--- src/rtl/pipeline_control.sv ---
// -----------------------------------------------------------------------------
// pipeline_control
//
// Hazard and halt controller for a five-stage pipeline. It produces the
// enable/clear strobes for the PC and the four pipeline registers. It also
// tracks the halt sequence (RUN -> HALT_DRAIN -> HALTED) and keeps free-running
// cycle and stall counters.
//
// Ports
//   CLK              in   rising-edge clock
//   nRST             in   synchronous active-low reset
//   ihit             in   instruction fetch completes this cycle
//   dhit             in   data access completes this cycle
//   mem_dreq         in   memory-stage instruction reads or writes memory
//   ex_dmemREN       in   execute-stage instruction is a load
//   ex_wsel[4:0]     in   execute-stage destination register
//   id_rs[4:0]       in   decode-stage source rs (0 if unused)
//   id_rt[4:0]       in   decode-stage source rt (0 if unused)
//   id_jump          in   decode holds J/JAL/JR
//   id_halt          in   decode holds HALT
//   ex_branch_taken  in   execute resolved a taken branch
//   wb_halt          in   HALT has reached writeback
//   pc_en            out  PC update enable
//   fd_en / fd_zero  out  fetch/decode register enable / clear
//   de_en / de_zero  out  decode/exec register enable / clear
//   em_en            out  exec/mem register enable
//   mw_en            out  mem/writeback register enable
//   halt             out  processor halted (registered, sticky until reset)
//   cycle_count[31:0] out non-halted cycles since reset
//   stall_count[31:0] out freeze, load-use and fetch-miss cycles since reset
// -----------------------------------------------------------------------------
module pipeline_control (
   input  logic        CLK,
   input  logic        nRST,
   input  logic        ihit,
   input  logic        dhit,
   input  logic        mem_dreq,
   input  logic        ex_dmemREN,
   input  logic [4:0]  ex_wsel,
   input  logic [4:0]  id_rs,
   input  logic [4:0]  id_rt,
   input  logic        id_jump,
   input  logic        id_halt,
   input  logic        ex_branch_taken,
   input  logic        wb_halt,
   output logic        pc_en,
   output logic        fd_en,
   output logic        fd_zero,
   output logic        de_en,
   output logic        de_zero,
   output logic        em_en,
   output logic        mw_en,
   output logic        halt,
   output logic [31:0] cycle_count,
   output logic [31:0] stall_count
);

   typedef enum logic [1:0] {
      RUN        = 2'd0,
      HALT_DRAIN = 2'd1,
      HALTED     = 2'd2
   } state_t;

   state_t      r_state;
   state_t      w_state_next;
   logic        r_halt;
   logic [31:0] r_cycle_count;
   logic [31:0] r_stall_count;

   logic        w_freeze;
   logic        w_load_use;
   logic        w_stall;

   // A pending data access freezes the whole pipeline until it completes.
   assign w_freeze = mem_dreq & ~dhit;

   // Register 0 is never really written, so a load that targets it cannot
   // create a hazard.
   assign w_load_use = ex_dmemREN && (ex_wsel != 5'd0) &&
                       ((ex_wsel == id_rs) || (ex_wsel == id_rt));

   always_comb begin
      pc_en        = 1'b0;
      fd_en        = 1'b0;
      fd_zero      = 1'b0;
      de_en        = 1'b0;
      de_zero      = 1'b0;
      em_en        = 1'b0;
      mw_en        = 1'b0;
      w_stall      = 1'b0;
      w_state_next = r_state;

      case (r_state)
         RUN: begin
            if (w_freeze) begin
               w_stall = 1'b1;
            end else if (ex_branch_taken) begin
               // Flush both younger stages; a HALT in decode dies here too.
               pc_en   = 1'b1;
               fd_en   = 1'b1;
               fd_zero = 1'b1;
               de_en   = 1'b1;
               de_zero = 1'b1;
               em_en   = 1'b1;
               mw_en   = 1'b1;
            end else if (w_load_use) begin
               // Hold PC and fetch/decode; insert one bubble into execute.
               de_en   = 1'b1;
               de_zero = 1'b1;
               em_en   = 1'b1;
               mw_en   = 1'b1;
               w_stall = 1'b1;
            end else begin
               if (id_jump) begin
                  pc_en   = 1'b1;
                  fd_en   = 1'b1;
                  fd_zero = 1'b1;
                  de_en   = 1'b1;
                  em_en   = 1'b1;
                  mw_en   = 1'b1;
               end else if (!ihit) begin
                  fd_en   = 1'b1;
                  fd_zero = 1'b1;
                  de_en   = 1'b1;
                  em_en   = 1'b1;
                  mw_en   = 1'b1;
                  w_stall = 1'b1;
               end else begin
                  pc_en   = 1'b1;
                  fd_en   = 1'b1;
                  de_en   = 1'b1;
                  em_en   = 1'b1;
                  mw_en   = 1'b1;
               end
               // HALT may only proceed when decode is actually advancing.
               if (id_halt) begin
                  w_state_next = HALT_DRAIN;
               end
            end
         end

         HALT_DRAIN: begin
            // Stop fetching, feed bubbles behind the HALT until it retires.
            if (w_freeze) begin
               w_stall = 1'b1;
            end else begin
               fd_en   = 1'b1;
               fd_zero = 1'b1;
               de_en   = 1'b1;
               em_en   = 1'b1;
               mw_en   = 1'b1;
            end
            // Retirement of the HALT wins even during a freeze.
            if (wb_halt) begin
               w_state_next = HALTED;
            end
         end

         HALTED: begin
            w_state_next = HALTED;
         end

         default: begin
            w_state_next = RUN;
         end
      endcase
   end

   always_ff @(posedge CLK) begin
      if (!nRST) begin
         r_state       <= RUN;
         r_halt        <= 1'b0;
         r_cycle_count <= 32'd0;
         r_stall_count <= 32'd0;
      end else begin
         r_state <= w_state_next;
         if (w_state_next == HALTED) begin
            r_halt <= 1'b1;
         end
         if (r_state != HALTED) begin
            r_cycle_count <= r_cycle_count + 32'd1;
            r_stall_count <= r_stall_count + {31'd0, w_stall};
         end
      end
   end

   assign halt        = r_halt;
   assign cycle_count = r_cycle_count;
   assign stall_count = r_stall_count;

endmodule

--- config.mk ---
export PLATFORM = sky130hd
export DESIGN_NAME = pipeline_control
export DESIGN_NICKNAME = d
export VERILOG_FILES = /design/src/rtl/pipeline_control.sv
export SDC_FILE = /design/constraint.sdc
export NUM_CORES = 1
export LEC_CHECK = 0
export CORE_AREA = 4 4 78 80
export CTS_BUF_LIST = sky130_fd_sc_hd__clkbuf_4 sky130_fd_sc_hd__clkbuf_8 sky130_fd_sc_hd__clkbuf_16
export DETAILED_ROUTE_END_ITERATION = 7
export DIE_AREA = 0 0 82 84
export DONT_BUFFER_PORTS = 1
export PLACE_DENSITY = 0.79
export SYNTH_ARGS = -nofsm -noshare
export SYNTH_HDL_FRONTEND = slang
export SYNTH_SLANG_ARGS = --single-unit
--- constraint.sdc ---
create_clock -name CLK -period 4.2 [get_ports CLK]
set_clock_uncertainty 0.15 [all_clocks]
set_input_delay 1.26 -clock CLK [delete_from_list [all_inputs] [get_ports CLK]]
set_output_delay 1.26 -clock CLK [all_outputs]
set_load 0.03 [all_outputs]
; After elaboration in Yosys (flattened, before gate mapping)
; Index checks and enable logic that the tools add are counted.
[word_totals]
ff_bits = 67
latchBits = 0
ramBits = 0
romBits = 0
inputBits = 25
output_inout_bits = 72
elab_cells = 54
memories = 0
[classes]
add_sub_neg = 2
multipliers = 0
div_mod_pow = 0
magnitude_cmp = 0
n_eq_ne = 6
shift = 0
mux = 34
bitwise = 2
reduce_logical = 6
[op_table]
columns = operator, count
row1 = 32-bit by 1-bit adder with 32-bit output, 1
row2 = 32-bit by 1-bit adder with 32-bit output (second input constant), 1
row3 = 1-bit two-way mux, 25
row4 = 5-bit == test, 2
row5 = 2-bit two-way mux, 5
row6 = 1-bit case mux with 2 select lines, 3
row7 = 2-bit case mux with 3 select lines, 1
row8 = 5-bit nonzero test, 1
row9 = 2-bit == test (second input constant), 2
row10 = 2-bit by 1-bit == test with 1-bit output (second input constant), 1
row11 = 1-bit logical AND, 2
row12 = 2-bit logical NOT, 1
row13 = 2-bit != test (second input constant), 1
row14 = 2-bit OR reduction, 1
row15 = 1-bit bitwise AND, 1
row16 = 1-bit logical OR, 1
row17 = 1-bit NOT, 1

; Logic depth before layout (Yosys ltp)
[depth]
depth_word = 8
ltp_mapped = 11
mapped_depth_nobuf = 10

; Least setup slack after synthesis
; OpenSTA, ideal clock, no wires.
[synth_path]
path_kind = input -> output
startpoint = in ex_wsel[1]
endpoint = out fd_zero
arrival_time_ps = 2664
t_required_ps = 2790
slack_ps = 126
stages = 4
n_path_buf = 0
path_cell_list = or4_1 > o21ai_0 > o22ai_1 > a21oi_1
[synth_via]
elab_chain_len = 7
elab_cells_between_ends = 10
cone_classes = eq/ne: 2 / mux: 4 / reduce/logical: 4
[synth_lines]
columns = element, line_no
row1 = start: declaration, 39  ; input logic [4:0] ex_wsel,
row2 = 5-bit == test / 5-bit nonzero test (equally long branches), "80, 79"
row3 = 1-bit logical OR / 1-bit logical AND (equally long branches), "80, 79"
row4 = 1-bit logical AND *, 79  ; assign w_load_use = ex_dmemREN && (ex_wsel != 5'd0) &&
row5 = 1-bit two-way mux *, 106  ; end else if (w_load_use) begin
row6 = 1-bit two-way mux *, 97  ; end else if (ex_branch_taken) begin
row7 = 1-bit two-way mux *, 95  ; if (w_freeze) begin
row8 = 1-bit case mux with 2 select lines *, 93  ; case (r_state)
row9 = end: declaration, 48  ; output logic fd_zero,
; Every way passes the cells marked *; elsewhere a longest branch is shown, timed or not.

; Worst setup path after layout
; Ends and elaborated chain as after synthesis.

==> results.md <==
- Leakage: 1.127 nW
- RR Endpoint: stall_count[30]
- Die Ht: 84 um
- Chip width: 82 um
- GRT Total Usage: 22.01%
- First-pass GRT wire length: 12140 um
- Remaining Overflow, GRT: 0
- Biggest fanout along the worst timing path: 4
- Relative slew slack: 38.46%
- Initial detailed-routing violation count: 167
- Area of the core: 0.005405 mm2
- Max-cap violations: 0
- Setup TNS: 0 ns
- Via count: 2756
- Setup Crit Path Kind: in2out
- First-pass DRT Iterations: 4
- Hold Path Cell Cnt: 2
- Final wirelength: 7208 um
- DRC: 0
- Most common cell in the netlist: dfxtp_1
- Ys flop type: dfxtp_1
- Tightest Hold Check Type: reg2reg
- Initial antenna violation count: 0
- Reg clk slew, reported paths: 0.07 ns
- CTS Hold Bufs: 0
- Power per cell area: 363.2 mW/mm2
- Yosys top cell area share: 41.04%
- Via density per instance: 5.864
- Starting Density: 60.46%
- CP arrival: 2.55 ns
- Layout overhead on the synthesized area: 8.078%
- Row cnt: 27
- Post-synth EDFFs: 0
- # resized after CTS: 0
- #FFs+latches synth: 67
- Seq/Total Area, Yosys: 41.04%
- Setup Fix Bufs, Post-CTS: 0
- Final setup viols: 0
- N_diodes: 0
- Final Hold Viols: 0
- Final #Nets: 421
- Hold Path Sink: cycle_count[1]
- RSZ-0062 raised after global routing: false
- Area leader, netlist: dfxtp_1
- Worst setup SP type: primary input
- Clock sinks: 67
- H-tree Lvls: 3
- Total power draw: 1.283 mW
- Critical Path RT: 2.79 ns
- Die ar.: 0.006888 mm2
- Largest net degree at the start of global routing: 57
- Vias in the first global route: 2646
- Top cells by area, synth: dfxtp_1 (41%), xnor2_1 (12%), nor2_1 (6.7%)
- Gpl congestion: 0.8099
- FF-to-FF Start: r_state[0]
- Total CTS buffers: 9
- Avg Inst Size Synth: 8.274 um2
- Cell area after synthesis: 0.003268 mm2
- Reg2reg path depth: 7
- Tcrit/Tclk final: 94.39%
- Fmax: 252.2 MHz
- Layout cell share with drive strength beyond 1: 7.286%
- Post-synth top cells: dfxtp_1 (67), nor2_1 (58), xnor2_1 (43)
- R2R setup slack: 1.31 ns
- Clock tree buffer depth: 2
- Post-layout util: 65.35%
- Netlist cell types: 41
- Skew-Pair Late Insertion Delay: 0.35 ns
- Maximum vdd drop: 0.0002209 V
- Yosys warns: 0
- Mapped Nets: 423
- Share of flip-flops with an asynchronous set or reset: 0%
- DRT antenna net count: 0
- DR WL/cell: 15.34 um
- Post-synthesis cell count: 395
- Hold Path Origin: cycle_count[1]
- Status: complete, no violations
- Crit. End Element: output port
- Dpl hpwl: 5045 um
- Clock root buffer master: clkbuf_8
- CTS tree: built
- Ports: 97
- Slew Limit Fails: 0
- CP Launch Point: ex_wsel[1]
- Tmin final: 3.964 ns
- Sequential Area: 0.001341 mm2
- IO buf count: 0
- Number of fill cells: 475
- Slew @ Worst Pin: 0.9218 ns
- Footprint of the multi-input gates: 0.001778 mm2
kinds of logic after synthesis:
kind of cell	count (synthesis)	share of synthesized area (%)
xor+xnor	59	15.81
flops	67	41.04
buf+inv	37	4.555
compound gates	39	6.815
simple gates	190	30.63
fa+ha+maj	3	1.149
power breakdown:
part	internal (mW)	leakage [nW]	switching (mW)
logic	0.0244	0.478	0.0432
clock network	0.317	0.108	0.234
registers	0.643	0.541	0.0220
worst max-delay path, stage by stage:
cell     delay, ns
or4_1         0.52
o21ai_0       0.32
o22ai_1       0.13
a21oi_1       0.16
buf_4         0.17
sequential cells by signal, summed over array words and instances (netlist names):
register / count
stall_count: 32
cycle_count: 32
r_state: 2
halt: 1
area by class of cell:
type | instances | share of cell area [%]
multi-input combinational | 291 | 50.34
sequential | 67 | 37.97
clock buffer | 14 | 4.747
tap | 72 | 2.550
timing repair buffer | 8 | 1.700
inverter | 16 | 1.700
clock inverter | 2 | 0.9919
cells in the final DEF (no fill, tap or decap), types with 8 or more instances in the layout:
cell / netlist / routed
nand2_1: 26 / 26
o21ai_0: 12 / 12
a21oi_1: 17 / 17
clkbuf_8: 0 / 10
inv_1: 15 / 15
nand3_1: 16 / 16
xnor2_1: 43 / 43
xor2_1: 16 / 16
nor3_1: 16 / 16
nor2_1: 58 / 58
and4_1: 8 / 8
nand4_1: 9 / 9
nor4_1: 23 / 23
dfxtp_1: 67 / 67
or3_1: 11 / 11
buf_4: 2 / 8
through the flow:
| step | setup slack [ns] | area, um2 | instances | hold WS, ns |
|---|---|---|---|---|
| after global routing | 0.06157 | 3532 | 470 | 0.5091 |
| after floorplan | 0.1259 | 3268 | 395 | 0.4394 |
| after detailed placement | 0.2353 | 3329 | 454 | 0.4760 |
| final | 0.2356 | 3532 | 470 | 0.4795 |
| after CTS | 0.2322 | 3532 | 470 | 0.4852 |
| after global placement | 0.2373 | 3329 | 454 | 0.4631 |
how the worst max path moves through the flow:
stage / to / slack [ns]
after floorplan: fd_zero / 0.13
after global placement: fd_en / 0.24
after detailed placement: fd_en / 0.24
after CTS: fd_en / 0.23
after global routing: fd_en / 0.06
final: fd_zero / 0.24
layer usage:
metal	track usage, %	vias to the layer above	share of wire [%]	wire length [um]
met2	33.80	84	48	3479
li1	-	1361	-	-
met4	9.668	0	2.3	163
met3	8.423	15	7.7	555
met1	26.94	1296	42	3010
met5	0	-	0	0
Power figures use the tool's default switching activity.
==> variant: new RTL, same settings <==
The 3 states of `state_t` get a one-hot encoding in 3 bits.
--- a/src/rtl/pipeline_control.sv
+++ b/src/rtl/pipeline_control.sv
@@ -55,10 +55,10 @@
    output logic [31:0] stall_count
 );
 
-   typedef enum logic [1:0] {
-      RUN        = 2'd0,
-      HALT_DRAIN = 2'd1,
-      HALTED     = 2'd2
+   typedef enum logic [2:0] {
+      RUN        = 3'b001,
+      HALT_DRAIN = 3'b010,
+      HALTED     = 3'b100
    } state_t;
 
    state_t      r_state;
Formal check against the unedited RTL: same outputs for any inputs over 10 cycles, from zero or initial values and one cycle with nRST low; not proved beyond that.
==> variant against the original RTL <==
- synthesized area grew 2.9%
- maximum frequency decreased by 1.5%
- cell count is 0.21% higher
- routed wire length grew 1.8%
- combinational power about the same
- setup slack got worse by 0.060 ns
- sequential cell count up 1
- total power up 0.46%
- cell area rose by 3.5%
- largest power group unchanged
==> variant: results (changes against the original RTL) <==
Route
  • Routed via count: 2,780 (+0.87%)
  • WL final: 7340 um (+1.8%)
  • First-pass DRT Iterations: 4 (unchanged)
  • DR iter-0 viols: 166 (-0.60%)

Setup path
  • Worst r2r dst: stall_count[24]
  • Worst EP arrival: 2.61 ns (+0.06 ns)
  • R2R setup slack: 1.35 ns (+0.04 ns)
  • Launch point of the worst path: ex_wsel[3]
  • Worst path top cell family by delay: simple AND/OR/NAND/NOR gates
  • Worst path slowest cell: nor3_1
  • CP max stage delay: 0.50 ns (-0.02 ns)
  • R2R depth: 10 (+3)
  • Worst-path maximum fanout: 4 (unchanged)
  • Crit path to: fd_en
  • FF-to-FF Start: r_state[0]

Finish
  • Number of fill cells: 461 (-2.9%)
  • Layout cells sized above 1: 9.77% (+2.5 points)
  • Final nets: 422 (+0.24%)
  • Non-Filler Instances: 471 (+0.21%)

STA
  • Worst Max-Slew Pin Slew: 0.931 ns (+0.00875 ns)

Global routing
  • M1 GR Usage: 28.3% (+1.4 points)
  • Global Route Usage Sum: 22.1% (+0.093 points)
  • Met3 Track Usage GR: 7.56% (-0.86 points)
  • M2 GR Usage: 34.5% (+0.66 points)
  • First-pass GRT wire length: 12,000 um (-1.2%)
  • Largest net degree at the start of global routing: 41 (-28%)
  • Vias in the first global route: 2,616 (-1.1%)

Power and ir drop
  • P_sw: 0.303 mW (+1.2%)
  • Leak: 1.29 nW (+15%)

Logic synthesis
  • Synth cell types: 44 (+7.3%)
  • Top post-synthesis cells by area: dfxtp_1 (40%), xor2_1 (12%), nor2_1 (6.1%)
  • Post-synthesis sequential area ratio: 40.5% (-0.58 points)
  • Post-synth top cells: dfxtp_1 (68), nor2_1 (55), xor2_1 (45)
  • Cells after Synth: 391 (-1.0%)

Placed design
  • Final RePlAce weighted congestion: 0.771 (-4.8%)
  • Detailed Place HPWL: 5240 um (+3.9%)
  • Dpl cells: 455 (+0.22%)

Status
  • Outcome: finished clean
## variant: per-stage QoR
step	TNS, ns	setup slack, ns	hold slack [ns]	instance area [um^2]
detailed placement	0	0.111	0.462	3450
global route	0	0.0673	0.499	3660
finish	0	0.176	0.472	3660
CTS	0	0.186	0.475	3660
global placement	0	0.238	0.455	3450
floorplan	-0.00268	-0.00268	0.434	3370
## variant: worst min path at each step
stage | endpoint | start | slack [ns] | cells after the start
global route | stall_count[0] | stall_count[0] | 0.50 | 2
global placement | cycle_count[31] | cycle_count[31] | 0.46 | 2
finish | cycle_count[31] | cycle_count[31] | 0.47 | 2
detailed placement | cycle_count[31] | cycle_count[31] | 0.46 | 2
floorplan | halt | halt | 0.43 | 2
CTS | cycle_count[31] | cycle_count[31] | 0.47 | 2
## variant: power groups by stage
stage / combinational, mW / clock [mW] / sequential, mW
3_3_place_gp: 0.0663 / 0 / 0.683
5_1_grt: 0.0741 / 0.593 / 0.669
2_1_floorplan: 0.0571 / 0 / 0.680
4_1_cts: 0.0685 / 0.559 / 0.669
3_5_place_dp: 0.0683 / 0 / 0.683
6_report: 0.0678 / 0.553 / 0.668
## variant: worst reg2reg max path: cells and delay by family, from the launching register on
| family | cells | cell delay, ns |
|---|---|---|
| fa+ha+maj | 2 | 0.34 |
| flops | 1 | 0.45 |
| simple gates | 5 | 1.32 |
| compound gates | 3 | 0.52 |
## variant: layer usage
layer,share of wire (%),vias up
met5,0,-
met4,1.2,0
met3,7.9,8
met2,47,84
met1,44,1315
li1,-,1373
## variant: cell type report
| type | instances | share of cell area, % |
|---|---|---|
| clock buffers | 12 | 4.35 |
| clock inverters | 4 | 1.30 |
| inverters | 5 | 0.513 |
| multi-input cells | 302 | 52.5 |
| flip-flops and latches | 68 | 37.2 |
| well taps | 72 | 2.46 |
| repair buffers | 8 | 1.64 |
## variant: cells by family (layout without fill, tap and decap cells)
family | after synthesis | after routing | synth area share, %
AO/OA/AOI/OAI | 40 | 40 | 6.81
buffers and inverters | 21 | 29 | 2.79
XOR/XNOR | 57 | 57 | 14.8
adder cells (fa/ha/maj) | 3 | 3 | 1.12
AND/OR/NAND/NOR | 202 | 202 | 34.0
flip-flops | 68 | 68 | 40.5
